## src/rtl/puf_eval_ctrl.sv

```systemverilog
// Arbiter-PUF evaluation sequencer: N_EVAL settle/fire/sample rounds, then a per-lane majority vote.
// Build option: define PUF_EVAL_STABILITY_EN to produce the per-lane unstable flags (otherwise tied to 0).
module puf_eval_ctrl #(
    parameter int N_EVAL     = 5,
    parameter int SETTLE_CYC = 4,
    parameter int PULSE_CYC  = 2
) (
    input  logic       clk,
    input  logic       rst_n,
    input  logic       ena,
    input  logic       start,
    input  logic [7:0] challenge,
    input  logic [7:0] puf_resp,
    output logic [7:0] puf_challenge,
    output logic       puf_pulse,
    output logic       busy,
    output logic       done,
    output logic [7:0] response,
    output logic [7:0] unstable
);

    typedef enum logic [2:0] {
        ST_IDLE,
        ST_SETTLE,
        ST_FIRE,
        ST_SAMPLE,
        ST_DONE
    } state_t;

    localparam logic [7:0] SETTLE_LAST = 8'(SETTLE_CYC - 1);
    localparam logic [7:0] PULSE_LAST  = 8'(PULSE_CYC - 1);
    localparam logic [3:0] N_EVAL_W    = 4'(N_EVAL);
    localparam logic [3:0] HALF_W      = 4'(N_EVAL / 2);

    state_t     state_reg, state_next;
    logic [7:0] timer_reg, timer_next;
    logic [3:0] eval_reg, eval_next;
    logic [7:0] chal_reg, chal_next;
    logic [3:0] votes_reg [8];
    logic       vote_clr, vote_add, result_load;
    logic [7:0] resp_bit_next;
    logic [7:0] response_reg;
    logic       done_reg;

    always_ff @(posedge clk or negedge rst_n) begin
        if (!rst_n) begin
            state_reg <= ST_IDLE;
            timer_reg <= 8'd0;
            eval_reg  <= 4'd0;
            chal_reg  <= 8'd0;
        end else begin
            state_reg <= state_next;
            timer_reg <= timer_next;
            eval_reg  <= eval_next;
            chal_reg  <= chal_next;
        end
    end

    always_comb begin
        state_next  = state_reg;
        timer_next  = timer_reg;
        eval_next   = eval_reg;
        chal_next   = chal_reg;
        vote_clr    = 1'b0;
        vote_add    = 1'b0;
        result_load = 1'b0;
        // Dropping ena outranks every in-flight state, including DONE, so an abort never strobes done.
        if (state_reg != ST_IDLE && !ena) begin
            state_next = ST_IDLE;
            timer_next = 8'd0;
        end else begin
            case (state_reg)
                ST_IDLE: begin
                    if (start && ena) begin
                        chal_next  = challenge;
                        vote_clr   = 1'b1;
                        eval_next  = 4'd0;
                        timer_next = 8'd0;
                        state_next = ST_SETTLE;
                    end
                end
                ST_SETTLE: begin
                    if (timer_reg == SETTLE_LAST) begin
                        timer_next = 8'd0;
                        state_next = ST_FIRE;
                    end else begin
                        timer_next = timer_reg + 8'd1;
                    end
                end
                ST_FIRE: begin
                    if (timer_reg == PULSE_LAST) begin
                        timer_next = 8'd0;
                        state_next = ST_SAMPLE;
                    end else begin
                        timer_next = timer_reg + 8'd1;
                    end
                end
                ST_SAMPLE: begin
                    vote_add   = 1'b1;
                    eval_next  = eval_reg + 4'd1;
                    timer_next = 8'd0;
                    state_next = (eval_next == N_EVAL_W) ? ST_DONE : ST_SETTLE;
                end
                ST_DONE: begin
                    result_load = 1'b1;
                    state_next  = ST_IDLE;
                end
                default: state_next = ST_IDLE;
            endcase
        end
    end

    // Per-lane vote counters; 4 bits cannot wrap because N_EVAL is at most 15.
    generate
        for (genvar gi = 0; gi < 8; gi++) begin : g_lane
            always_ff @(posedge clk or negedge rst_n) begin
                if (!rst_n) begin
                    votes_reg[gi] <= 4'd0;
                end else if (vote_clr) begin
                    votes_reg[gi] <= 4'd0;
                end else if (vote_add) begin
                    votes_reg[gi] <= votes_reg[gi] + {3'd0, puf_resp[gi]};
                end
            end
            assign resp_bit_next[gi] = (votes_reg[gi] > HALF_W);
        end
    endgenerate

    always_ff @(posedge clk or negedge rst_n) begin
        if (!rst_n) begin
            response_reg <= 8'd0;
            done_reg     <= 1'b0;
        end else begin
            done_reg <= result_load;
            if (result_load) begin
                response_reg <= resp_bit_next;
            end
        end
    end

`ifdef PUF_EVAL_STABILITY_EN
    logic [7:0] unst_bit_next;
    logic [7:0] unstable_reg;

    generate
        for (genvar gi = 0; gi < 8; gi++) begin : g_stab
            assign unst_bit_next[gi] = (votes_reg[gi] != 4'd0) && (votes_reg[gi] != N_EVAL_W);
        end
    endgenerate

    always_ff @(posedge clk or negedge rst_n) begin
        if (!rst_n) begin
            unstable_reg <= 8'd0;
        end else if (result_load) begin
            unstable_reg <= unst_bit_next;
        end
    end

    assign unstable = unstable_reg;
`else
    assign unstable = 8'h00;
`endif

    assign puf_challenge = chal_reg;
    assign puf_pulse     = (state_reg == ST_FIRE);
    assign busy          = (state_reg != ST_IDLE);
    assign done          = done_reg;
    assign response      = response_reg;

endmodule

```

## config.mk

```make
export PLATFORM = sky130hd
export DESIGN_NAME = puf_eval_ctrl
export DESIGN_NICKNAME = d
export VERILOG_FILES = /design/src/rtl/puf_eval_ctrl.sv
export SDC_FILE = /design/constraint.sdc
export NUM_CORES = 1
export LEC_CHECK = 0
export CORE_AREA = 2 2 100 102
export DETAILED_ROUTE_END_ITERATION = 12
export DIE_AREA = 0 0 102 104
export PLACE_DENSITY = 0.6
export SYNTH_ARGS = -nofsm -noshare
export SYNTH_HDL_FRONTEND = slang
export SYNTH_SLANG_ARGS = --single-unit
```

## constraint.sdc

```tcl
create_clock -name clk -period 2.1 [get_ports clk]
set_clock_uncertainty 0.05 [all_clocks]
set_input_delay 0.42 -clock clk [delete_from_list [all_inputs] [get_ports clk]]
set_output_delay 0.42 -clock clk [all_outputs]
set_load 0.01 [all_outputs]
```

==> results.py, run 1 <==
metrics = {
    "placed_design": {
        "gp_congestion": 0.7201,
        "dp_worst_setup_slack_ns": 0.08030,
        "hpwlAfterDp_mm": 4.354,
        "portBuffers": 38,
    },
    "critical_path": {
        "critical_path_buf_inv_count": 1,
        "crit_start": "state_reg[1]",
        "path_cells": "or3_1 > dlygate4sd2_1",
        "worst_r2r_endpoint": "puf_challenge[1]",
        "r2r_start": "state_reg[1]",
        "crit_required_ns": 1.63,
        "cp_slowest_cell": "dfrtp_2",
        "critical_path.max_stage_delay_ns": 0.46,
        "endpoint_kind": "output port",
        "critPathTopFamily": "flip-flops",
        "worstSetupStartpointType": "flip-flop",
        "path_max_fanout": 8,
        "reg2reg_setup_slack_ns": 0.28,
        "arrival_ns": 1.46,
        "rr_worst_depth": 4,
        "criticalPathCategory": "flip-flop to output port",
    },
    "floorplanning": {
        "core_area_um2": 9549,
        "dieArea_um2": 10610,
        "die_y_um": 104,
        "fp.dieW_um": 102,
        "io_pins": 47,
        "start_util_pct": 34.03,
        "fp-row-count": 36,
    },
    "clock_tree": {
        "cts.clk_slew.worst_paths_ns": 0.07,
        "clk_latency_ns": 0.34,
        "htreeDepth": 3,
        "cts_setup_buffers": 0,
        "cts_buffers": 9,
        "clock-sinks": 64,
        "clk_path_buf_depth": 2,
        "root_buffer": "clkbuf_8",
        "cts_tree": "yes",
    },
    "drt": {
        "drtIter0Drc": 57,
        "finalWirelength_mm": 6.336,
        "drc": 0,
        "post_drt_wl_per_cell_um": 12.50,
        "viasPerCell": 4.704,
        "vias": 2385,
        "firstDrtPassIters": 6,
        "detail-route-antenna-nets": 0,
    },
    "hold_path": {
        "min_path_cells": 1,
        "min_from": "puf_challenge[3]",
        "min_to": "puf_challenge[3]",
        "min_path_type": "flip-flop to flip-flop",
    },
    "sta": {
        "setup_slack_ns": 0.1656,
        "rsz0062_at_grt": "false",
        "finalMaxSlewViolations": 0,
        "period_minus_slack_ns": 1.934,
        "fin_setup_tns_ns": 0,
        "period_share_pct": 92.12,
        "setup_viol": 0,
        "holdWs_ns": 0.4488,
        "finalHoldViolCount": 0,
        "fmax_mhz": 516.9,
    },
    "synth": {
        "synth_cells": 319,
        "ys_seq_elements": 64,
        "synth_seq_area_share_pct": 49.29,
        "ys_types": 46,
        "synth_area_um2": 3249,
        "synth_flop_cell": "dfrtp_1",
        "synth_area_per_cell_um2": 10.19,
        "synth_edf_count": 0,
        "yosysWarningCount": 0,
        "synthArstFlopShare_pct": 100.0,
    },
    "final_layout": {
        "fill_cells": 941,
        "multiInputGateArea_um2": 1520,
        "final_nets": 409,
        "drive_above_1_share_pct": 11.23,
        "syn_to_final_growth_pct": 24.34,
        "largest_register_ffs": 32,
        "fin_util_pct": 42.31,
        "final_common_cell": "dfrtp_1",
        "seq_area_um2": 1603,
        "final_cell_mix": "dfrtp_1, nand2_1, clkdlybuf4s50_1",
        "antennaDiodeCount": 0,
    },
    "power": {
        "leakage_nw": 1.835,
        "vdd_drop_max_mv": 0.4053,
        "power_mw": 2.801,
        "powerDensity_nw_per_um2": 693.2,
    },
    "global_routing": {
        "grt_max_degree": 36,
        "antenna_found_initial": 0,
        "grt_pass1_vias": 2457,
        "grt_util_all_layers_pct": 13.45,
        "overflow": 0,
        "grt_pass1_wl_mm": 11.30,
    },
    "run": {
        "drv_cap": 0,
    },
    "run_status": {
        "status": "finished clean",
    },
}
## metrics by stage
step | instances | cell area, um2
global placement | 490 | 3805
finish | 507 | 4040
global route | 507 | 4040
CTS | 507 | 4040
floorplan | 326 | 3276
detailed placement | 490 | 3805
## cells by family after synthesis
logic type,after synthesis,share of synthesized area (%)
other cells,1,0.1154
mux,9,3.080
compound gates,62,12.52
xor+xnor,17,4.582
fa+ha+maj,20,7.701
flops,64,49.29
buf+inv,25,4.736
simple gates,121,17.98
## cells in the mapped netlist (3+ instances only)
cell type,number,area share [%]
xor2_1,16,4.3
mux2_1,6,2.1
o21ai_1,4,0.62
o21ai_0,23,3.5
buf_4,10,2.3
nor2_1,28,3.2
nand4_1,10,1.9
o211ai_1,4,0.92
and2_1,4,0.77
nand3_1,5,0.77
dfrtp_1,64,49
a21oi_1,9,1.4
o22ai_1,3,0.58
inv_1,5,0.58
nand2b_1,5,0.96
ha_1,20,7.7
a211oi_1,8,1.8
nand2_1,55,6.4
buf_2,5,0.77
nor2b_1,3,0.58
## area by class of cell
class | count | area share (%)
timing repair buffer | 52 | 12.51
clock buffer | 9 | 3.066
sequential | 64 | 39.67
inverter | 5 | 0.4645
tap | 133 | 4.119
clock inverter | 7 | 2.539
multi-input combinational | 237 | 37.63
## routing by layer
metal | vias to the layer above | part of all wire, % | global-route usage, %
met5 | - | 0 | 0
met3 | 6 | 4.1 | 4.234
li1 | 1198 | - | -
met2 | 44 | 48 | 21.99
met4 | 0 | 1.4 | 5.333
met1 | 1137 | 47 | 16.32
## worst max-delay path by stage
stage | end | slack, ns | cells past startpoint
5_1_grt | busy | 0.08 | 2
6_report | busy | 0.17 | 2
4_1_cts | busy | 0.14 | 2
3_3_place_gp | puf_challenge[0] | 0.11 | 4
3_5_place_dp | puf_challenge[7] | 0.08 | 4
2_1_floorplan | puf_challenge[2] | 0.40 | 5
## where the power goes
part | internal, mW | switching [mW]
clock network | 0.682 | 0.522
registers | 1.28 | 0.0311
logic | 0.153 | 0.137
total | 2.11 | 0.690
## repair_timing
item,CTS,global route
gates resized for setup,3,0
endpoints found under the setup margin,2,0
hold buffers,1,0
endpoints found under the hold margin,12,0
No activity file was read; power rests on OpenSTA's default activity.
==> run 2: changes to the inputs <==
--- a/config.mk
+++ b/config.mk
@@ -5,9 +5,9 @@
 export SDC_FILE = /design/constraint.sdc
 export NUM_CORES = 1
 export LEC_CHECK = 0
-export CORE_AREA = 2 2 100 102
+export CORE_AREA = 3 3 101 103
 export DETAILED_ROUTE_END_ITERATION = 12
-export DIE_AREA = 0 0 102 104
+export DIE_AREA = 0 0 104 106
 export PLACE_DENSITY = 0.6
 export SYNTH_ARGS = -nofsm -noshare
 export SYNTH_HDL_FRONTEND = slang
==> run 2 against run 1 <==
  * Cell area did not move
  * Cell count fell by 0.99%
  * Sequential share of layout area did not move
  * Wire length rose by 1.1%
  * Non-clock buffer count fell by 1
  * Flip-flop and latch count did not move
  * Power barely moved
  * Combinational power barely moved
  * Global-route usage fell by 1.1 points
  * Via count rose by 0.50%
  * First-iteration DRC count rose by 75%
  * Register-to-register slack barely moved
  * Highest routed layer unchanged
==> results.py, run 2 (same netlist as run 1, synthesis figures left out) <==
metrics = {
    "run_status": {
        "status": "finished clean",
    },
    "placed_design": {
        "gp_congestion": 0.7630,
        "portBuffers": 38,
        "dp_worst_setup_slack_ns": 0.1100,
        "hpwlAfterDp_mm": 4.419,
    },
    "drt": {
        "post_drt_wl_per_cell_um": 12.76,
        "vias": 2397,
        "firstDrtPassIters": 7,
        "drc": 0,
        "detail-route-antenna-nets": 0,
        "drtIter0Drc": 100,
        "finalWirelength_mm": 6.405,
        "viasPerCell": 4.775,
    },
    "global_routing": {
        "overflow": 0,
        "grt_pass1_wl_mm": 11.19,
        "grt_max_degree": 37,
        "grt_pass1_vias": 2323,
        "antenna_found_initial": 0,
        "grt_util_all_layers_pct": 12.36,
    },
    "clock_tree": {
        "cts.clk_slew.worst_paths_ns": 0.07,
        "clock-sinks": 64,
        "cts_buffers": 9,
        "root_buffer": "clkbuf_8",
        "clk_latency_ns": 0.34,
        "htreeDepth": 3,
        "clk_path_buf_depth": 2,
        "cts_setup_buffers": 0,
        "cts_tree": "yes",
    },
    "critical_path": {
        "r2r_start": "state_reg[0]",
        "path_cells": "or3_1 > dlygate4sd2_1",
        "rr_worst_depth": 5,
        "crit_required_ns": 1.63,
        "path_max_fanout": 8,
        "critPathTopFamily": "flip-flops",
        "critical_path_buf_inv_count": 1,
        "arrival_ns": 1.49,
        "critical_path.max_stage_delay_ns": 0.46,
        "worst_r2r_endpoint": "votes_reg[24]",
        "cp_slowest_cell": "dfrtp_2",
        "reg2reg_setup_slack_ns": 0.29,
        "endpoint_kind": "output port",
        "worstSetupStartpointType": "flip-flop",
        "criticalPathCategory": "flip-flop to output port",
    },
    "sta": {
        "finalMaxSlewViolations": 0,
        "rsz0062_at_grt": "false",
        "relSlewSlack_pct": 61.77,
        "fmax_mhz": 511.5,
        "period_share_pct": 93.10,
        "fin_setup_tns_ns": 0,
        "finalHoldViolCount": 0,
        "setup_slack_ns": 0.1448,
        "tightest_slew_ns": 0.5734,
        "period_minus_slack_ns": 1.955,
        "setup_viol": 0,
    },
    "power": {
        "leakage_nw": 1.841,
        "p_comb_share_pct": 10.3,
        "powerDensity_nw_per_um2": 693.0,
        "switching_power_mw": 0.6663,
        "vdd_drop_max_mv": 0.2449,
        "p_seq_share_pct": 46.7,
        "intPower_mw": 2.134,
        "p_clk_share_pct": 43.0,
        "swShare_pct": 23.80,
    },
    "final_layout": {
        "drive_above_1_share_pct": 11.26,
        "largest_register_ffs": 32,
        "final_common_cell": "dfrtp_1",
        "final_nets": 408,
        "antennaDiodeCount": 0,
        "final_cell_mix": "dfrtp_1, nand2_1, clkdlybuf4s50_1",
        "syn_to_final_growth_pct": 24.34,
        "fill_cells": 901,
    },
    "floorplanning": {
        "start_util_pct": 35.00,
        "dieArea_um2": 11020,
        "die_y_um": 106,
        "fp.dieW_um": 104,
        "fp-row-count": 35,
        "core_area_um2": 9284,
        "io_pins": 47,
    },
    "run": {
        "drv_cap": 0,
    },
    "hold_path": {
        "min_path_type": "input pin to async pin",
    },
}
-- run 2: per-stage QoR --
step / power (mW) / utilization, % / instance area (um2) / instances / hold slack (ns)
final: 2.800 / 43.52 / 4040 / 502 / 0.02406
after global routing: 2.927 / 43.52 / 4040 / 502 / 0.06122
after CTS: 2.849 / 43.52 / 4040 / 502 / 0.03626
after detailed placement: 1.627 / 41.06 / 3812 / 486 / 0.4039
after global placement: 1.625 / 41.06 / 3812 / 486 / 0.4006
after floorplan: 1.463 / - / 3276 / 326 / 0.07441
-- run 2: area by class of cell --
class                   instances  area (um2)  area share [%]
clock buffers                  10       137.6           3.407
clock inverters                 6       91.34           2.261
inverters                       5       18.77          0.4645
multi-input cells             237        1520           37.63
flip-flops and latches         64        1603           39.67
well taps                     129       161.4           3.995
repair buffers                 51       508.0           12.57
-- run 2: what timing repair did --
| action | CTS | global route |
|---|---|---|
| hold buffers | 0 | 0 |
| setup endpoints to repair | 2 | 0 |
| resized for setup | 3 | 0 |
-- run 2: worst max-delay path by stage --
stage / slack [ns] / from / depth (start not counted) / endpoint
after floorplan: 0.40 / state_reg[0] / 5 / puf_challenge[2]
final: 0.14 / state_reg[0] / 2 / busy
after global placement: 0.14 / ena / 6 / votes_reg[31]
after global routing: 0.09 / state_reg[0] / 3 / puf_pulse
after CTS: 0.13 / state_reg[0] / 2 / busy
after detailed placement: 0.11 / ena / 5 / votes_reg[24]
-- run 2: power groups by stage --
stage | clock network (mW) | registers, mW | logic, mW
floorplan | 0 | 1.34 | 0.120
global placement | 0 | 1.33 | 0.293
detailed placement | 0 | 1.33 | 0.295
CTS | 1.25 | 1.31 | 0.295
global route | 1.30 | 1.32 | 0.316
finish | 1.20 | 1.31 | 0.288
-- run 2: layer usage --
metal | GRT usage, % | vias up | wire [um]
li1 | - | 1192 | -
met1 | 17.60 | 1150 | 3236
met2 | 18.11 | 46 | 2847
met3 | 2.793 | 9 | 236
met4 | 5.128 | 0 | 84
met5 | 0 | - | 0
-- run 2: worst register-to-register path: cells and delay by family, from the launching register on --
family	cells	cell delay, ns
buf+inv	2	0.43
simple gates	2	0.63
compound gates	1	0.12
flops	1	0.46
